--- src/rtl/fetch_pc.sv ---
// Program counter and fetch sequencer for the 9-bit ISA core.
// Drives the instruction ROM address, runs the Start handshake,
// flags Done at halt and counts executed RUN cycles.
module fetch_pc #(
  parameter int unsigned A  = 10,
  parameter int unsigned OW = 8,
  parameter int unsigned CW = 16
) (
  input  logic          Clk,
  input  logic          Reset,
  input  logic          Start,
  input  logic          Halt,
  input  logic          Stall,
  input  logic          Taken,
  input  logic          AbsSel,
  input  logic [A-1:0]  Target,
  input  logic [OW-1:0] RelOff,
  output logic [A-1:0]  InstAddress,
  output logic          Running,
  output logic          Done,
  output logic [CW-1:0] CycleCt
);

  typedef enum logic [1:0] {
    S_IDLE  = 2'd0,
    S_ARMED = 2'd1,
    S_RUN   = 2'd2,
    S_DONE  = 2'd3
  } state_t;

  state_t        state;
  state_t        state_nx;
  logic [A-1:0]  pc_nx;
  logic [CW-1:0] ct_nx;
  logic [A-1:0]  rel_ext;
  logic [CW-1:0] ct_inc;

  // Sign-extended relative offset and saturating cycle increment
  always_comb begin
    rel_ext = A'($signed(RelOff));
    ct_inc  = (CycleCt == {CW{1'b1}}) ? CycleCt : CycleCt + CW'(1);
  end

  // State register with synchronous active-low reset
  always_ff @(posedge Clk) begin
    if (!Reset) begin
      state <= S_IDLE;
    end else begin
      state <= state_nx;
    end
  end

  // Next state, next PC and next cycle count
  always_comb begin
    state_nx = state;
    pc_nx    = InstAddress;
    ct_nx    = CycleCt;
    case (state)
      S_IDLE: begin
        if (Start) begin
          state_nx = S_ARMED;
          pc_nx    = '0;
          ct_nx    = '0;
        end
      end
      S_ARMED: begin
        pc_nx = '0;
        if (!Start) begin
          state_nx = S_RUN;
        end
      end
      S_RUN: begin
        if (Start) begin
          state_nx = S_ARMED;
          pc_nx    = '0;
          ct_nx    = '0;
        end else begin
          ct_nx = ct_inc;
          if (Halt) begin
            state_nx = S_DONE;
          end else if (Stall) begin
            pc_nx = InstAddress;
          end else if (Taken) begin
            pc_nx = AbsSel ? Target : InstAddress + rel_ext;
          end else begin
            pc_nx = InstAddress + A'(1);
          end
        end
      end
      S_DONE: begin
        if (Start) begin
          state_nx = S_ARMED;
          pc_nx    = '0;
          ct_nx    = '0;
        end
      end
      default: begin
        state_nx = S_IDLE;
        pc_nx    = '0;
        ct_nx    = '0;
      end
    endcase
  end

  // Registered outputs
  always_ff @(posedge Clk) begin
    if (!Reset) begin
      InstAddress <= '0;
      CycleCt     <= '0;
      Running     <= 1'b0;
      Done        <= 1'b0;
    end else begin
      InstAddress <= pc_nx;
      CycleCt     <= ct_nx;
      Running     <= (state_nx == S_RUN);
      Done        <= (state_nx == S_DONE);
    end
  end

endmodule

--- config.mk ---
export PLATFORM = sky130hd
export DESIGN_NAME = fetch_pc
export DESIGN_NICKNAME = d
export VERILOG_FILES = /design/src/rtl/fetch_pc.sv
export SDC_FILE = /design/constraint.sdc
export NUM_CORES = 1
export LEC_CHECK = 0
export ABC_AREA = 1
export CAP_MARGIN = 20
export CORE_ASPECT_RATIO = 1.2
export CORE_MARGIN = 10
export CORE_UTILIZATION = 25
export CTS_CLUSTER_SIZE = 40
export DETAILED_ROUTE_END_ITERATION = 16
export PLACE_DENSITY = 0.42
export REMOVE_ABC_BUFFERS = 1
export SYNTH_ARGS = -nofsm -noshare
export SYNTH_HDL_FRONTEND = slang
export SYNTH_SLANG_ARGS = --single-unit
--- constraint.sdc ---
create_clock -name Clk -period 2.1 [get_ports Clk]
set_input_delay 0.21 -clock Clk [delete_from_list [all_inputs] [get_ports Clk]]
set_output_delay 0.21 -clock Clk [all_outputs]
set_load 0.02 [all_outputs]
# After elaboration in Yosys (flattened, before gate mapping)
# Cells that the tools add are included.
dict set report word_totals {
  ff_bits 30
  input_bits 25
}
dict set report classes {
  addsub 3
  eq_ne 10
  n_mux 16
  n_reduce_logical 5
}
# operator n
set op_table {}
lappend op_table {{$mux 10} 6}
lappend op_table {{$mux 16} 3}
lappend op_table {{$pmux 16 s2} 1}
lappend op_table {{$pmux 10 s3} 1}
lappend op_table {{$add 16x1->16 const B} 1}
lappend op_table {{$eq 16x16->1 const B} 1}
lappend op_table {{$add 10x1->10 const B} 1}
lappend op_table {{$add 10x10->10} 1}
lappend op_table {{$ne 3x3->1 const B} 3}
lappend op_table {{$eq 2x2->1 const B} 4}
lappend op_table {{$mux 2} 4}
lappend op_table {{$pmux 2 s3} 1}
lappend op_table {{$reduce_and 3->1} 2}
lappend op_table {{$eq 2x1->1 const B} 1}
lappend op_table {{$logic_not 2->1} 1}
lappend op_table {{$ne 2x1->1 const B} 1}
lappend op_table {{$reduce_bool 2->1} 1}
lappend op_table {{$reduce_or 2->1} 1}

# Depth between registers and ports, before layout
dict set report depth {
  ltp_word 7
  ltp_mapped 13
  depth_no_buf 13
}

# Worst setup path after synthesis
# Ideal clock, no wire load.
dict set report synth_timing {
  path_type {register -> register}
  start {register InstAddress[0]}
  end {register InstAddress[8]}
  setup_ns 0.132
  arrival_ns 1.816
  slack_ns 0.152
  path_stages_with_launch 14
  path_cell_list {dfxtp_1 -> ha_1 -> inv_1 -> fa_1 -> inv_1 -> nand3_1 -> nand3_1 -> nand2_1 -> nand2_1 -> nand2_1 -> nand3_1 -> nand2_1 -> nand2_1 -> a21oi_1}
}
dict set report synth_via {
  elab_chain_len 7
}
# element line_no
set synth_rtl {}
lappend synth_rtl {{start, declared} 18} ;# output logic [A-1:0] InstAddress,
lappend synth_rtl {{start signal, assigned} 113} ;# InstAddress <= pc_nx;
lappend synth_rtl {{$add 10x10->10} 84} ;# pc_nx = AbsSel ? Target : InstAddress + rel_ext;
lappend synth_rtl {{$mux 10} 84}
lappend synth_rtl {{$mux 10 (*)} 83} ;# end else if (Taken) begin
lappend synth_rtl {{$mux 10 (*)} 81} ;# end else if (Stall) begin
lappend synth_rtl {{$mux 10 (*)} 79} ;# if (Halt) begin
lappend synth_rtl {{$mux 10 (*)} 73} ;# if (Start) begin
lappend synth_rtl {{$pmux 10 s3 (*)} 58} ;# case (state)
# Every way passes the cells marked *; elsewhere a longest branch is shown, timed or not. The select of a mux whose other input is x is not followed.
# A chain may end at the register's enable or synchronous reset.

# Final worst setup path
dict set report layout_timing {
  start {register state[0]}
  end {register CycleCt[5]}
}
dict set report layout_via {
  elab_chain_len 4
}
# element line_no
set layout_rtl {}
lappend layout_rtl {{start, declared} 31} ;# state_t state;
lappend layout_rtl {{start signal, assigned} 49} ;# state <= state_nx;
lappend layout_rtl {{$eq 2x2->1 or $logic_not 2->1 (tied branches)} 58}
lappend layout_rtl {{$reduce_or 2->1 (no line)} n/a}
lappend layout_rtl {{$ne 2x1->1 (no line) or $reduce_bool 2->1 (tied branches)} n/a}
lappend layout_rtl {{$reduce_and 3->1 (no line)} n/a}
lappend layout_rtl {{end signal, assigned} 114} ;# CycleCt <= ct_nx;
lappend layout_rtl {{end, declared} 21} ;# output logic [CW-1:0] CycleCt
# Several ways; a longest one is shown, not always the timed one.

==> flow_summary.toml <==
[outcome]
status = "completed"

[cells_and_area]
stdcell_count = 562
n_antenna_cell = 0
drive_gt1_share_pct = 7.014
layout_commonest_cell = "nand2_1"
final_cell_mix = "nand2_1, inv_1, clkdlybuf4s50_1"
areaGrowthSynthToFinish_pct = 35.57
num-nets-final = 480

[global_route]
grt_antenna_before_repair = 0
track_usage_pct = 11.56
grt_pass1_vias = 2591
grt_max_degree = 16
grt_pass1_wl_um = 12710
gr-total-overflow = 0

[route]
routed_via_density = 4.480
dr_wl_met2_um = 3811
wire_per_inst_um = 13.51
wl_met1_um = 3271
num_vias = 2518
drc = 0
maxUsedRoutingLayer = "met4"
dr.pass1.iters = 4
drt_iter0_markers = 68
routed_wl_um = 7595
ant_nets = 0
met3_length_um = 450

[cts]
numCtsBuffers = 5
cts_buffer_depth = 2
cts.clk_slew.worst_paths_ns = 0.07
cts_tree = "built"
cts_hold_buf = 0
insertion_delay_ns = 0.28
root_buffer = "clkbuf_8"
cts_resized = 0
postCtsSetupBuffers = 0
cts_sinks = 30
cts-htree-levels = 2

[min_path]
worst_hold_path_type = "register to register"

[logic_synthesis]
synthMuxAreaShare_pct = 0
synth_edf_count = 0
syn_area_per_cell_um2 = 6.110
synth-simple-area-share_pct = 37.31
syn_area_mm2 = 0.002297
seq_area_frac_synth_pct = 26.14
syn_inst = 376
ys_types = 31
yosysWarnings = 0
ys_ff_latch = 30
synth-compound-area-share_pct = 14.54
synth_top_family_by_area = "simple AND/OR/NAND/NOR gates"
synth-main-ff-cell = "dfxtp_1"
synth_xor_area_share_pct = 3.050
synth_adder_area_share_pct = 7.952
async_flop_share_pct = 0

[timing]
finalHoldViolations = 0
slew-limit-headroom_pct = 62.12
period_needed_ns = 1.860
worst_slew_pin_slew_ns = 0.5675
drv_slew = 0
hold-worst-slack_ns = 0.4853
fin_skew_ns = 0.004175
fmax_mhz = 537.7
rsz0062_at_grt = "no"
setup_viol = 0
period_share_pct = 88.55

[critical_path]
r2r_setup_slack_ns = 0.24
reg2reg_from = "state[0]"
start_kind = "register"
path_class = "register to register"
endpoint = "CycleCt[5]"
r2r-end = "CycleCt[5]"
crit_start = "state[0]"
cp_max_fo = 10
required_ns = 2.32
worstSetupEndpointType = "register"
arrival_ns = 2.08
r2r_cells = 11

[die]
initial_core_util_pct = 25.56
die_y_um = 125.0
rows = 38
pin_count = 53
dieWidth_um = 107.5
fp.dieArea_mm2 = 0.01344
core_area_mm2 = 0.008986

[power_and_ir_drop]
ir_drop_v = 0.0002739
power_density_mw_per_mm2 = 619.9
p_leak_nw = 1.265

[placed_design]
place_inst = 554
io_buffers = 52
gp_congestion = 0.8150
dpl.hpwl_um = 6060

[flow_run]
cap_violations = 0
-- registers in the layout (all words and copies together) (netlist names) --
register	flops
CycleCt	16
Done	1
InstAddress	10
Running	1
state	2
-- stage by stage --
step	instance area, µm²	setup slack (ns)	TNS, ns	utilization [%]	total power, mW
5_1_grt	3114	0.01990	0	34.66	2.102
4_1_cts	3114	0.2173	0	34.66	1.972
6_report	3114	0.2404	0	34.66	1.931
2_1_floorplan	2262	0.1507	0	-	1.139
3_3_place_gp	3023	-0.03315	-0.03315	33.64	1.462
3_5_place_dp	3023	-0.04871	-0.05945	33.64	1.463
-- cells in the mapped netlist, types with 2 or more instances --
| library cell | n | area share [%] |
|---|---|---|
| nand2_1 | 103 | 17 |
| inv_1 | 55 | 9.0 |
| nor2_1 | 42 | 6.9 |
| a21oi_1 | 30 | 6.5 |
| dfxtp_1 | 30 | 26 |
| nand3_1 | 30 | 6.5 |
| o21ai_0 | 15 | 3.3 |
| ha_1 | 13 | 7.1 |
| nand4_1 | 10 | 2.7 |
| nor3_1 | 6 | 1.3 |
| a21oi_2 | 5 | 1.9 |
| xnor2_1 | 5 | 1.9 |
| nor2_2 | 4 | 1.1 |
| clkbuf_1 | 3 | 0.49 |
| xor2_1 | 3 | 1.1 |
| and3_1 | 2 | 0.54 |
| clkinv_1 | 2 | 0.33 |
| nand3b_1 | 2 | 0.65 |
| o21a_1 | 2 | 0.65 |
| o21bai_1 | 2 | 0.65 |
| o22ai_1 | 2 | 0.54 |
-- logic make-up after synthesis --
logic type	after synthesis
flops	30
compound gates	59
xor+xnor	8
simple gates	201
buf+inv	64
fa+ha+maj	14
-- critical path, cell delays in order (launching register included) --
cell and delay [ns]:
dfxtp_1 0.36, inv_1 0.07, ha_1 0.33, inv_1 0.11, nor2_1 0.07, nor2_1 0.15, o21a_1 0.25, buf_4 0.21
nand3_1 0.08, nand2_1 0.06, nand2_1 0.04, nor2_1 0.07
-- how the worst min path moves through the flow --
| stage | startpoint | to | slack, ns | cells after the start |
|---|---|---|---|---|
| after floorplan | Reset | state[1] | 0.34 | 2 |
| after global placement | CycleCt[6] | CycleCt[6] | 0.48 | 2 |
| after detailed placement | CycleCt[6] | CycleCt[6] | 0.48 | 2 |
| after CTS | CycleCt[6] | CycleCt[6] | 0.49 | 2 |
| after global routing | CycleCt[11] | CycleCt[11] | 0.52 | 2 |
| final | CycleCt[6] | CycleCt[6] | 0.49 | 2 |
-- routing by layer --
metal | GRT usage, % | vias to the layer above
met4 | 2.835 | 0
met3 | 3.289 | 4
met1 | 12.99 | 1119
met5 | 0 | -
li1 | - | 1348
met2 | 20.68 | 47
-- report_power, final --
part	leakage [nW]	internal, mW	switching (mW)
Combinational	0.975	0.300	0.491
Sequential	0.242	0.609	0.0368
Clock	0.0482	0.264	0.230
-- cell type report --
cell class / count / area, µm²
fillers: 989 / 5872
multi-input cells: 282 / 1444
repair buffers: 64 / 610.6
flip-flops and latches: 30 / 600.6
inverters: 58 / 217.7
well taps: 120 / 150.1
clock buffers: 7 / 86.33
clock inverters: 1 / 5.005
(Power assumes the default switching activity.)
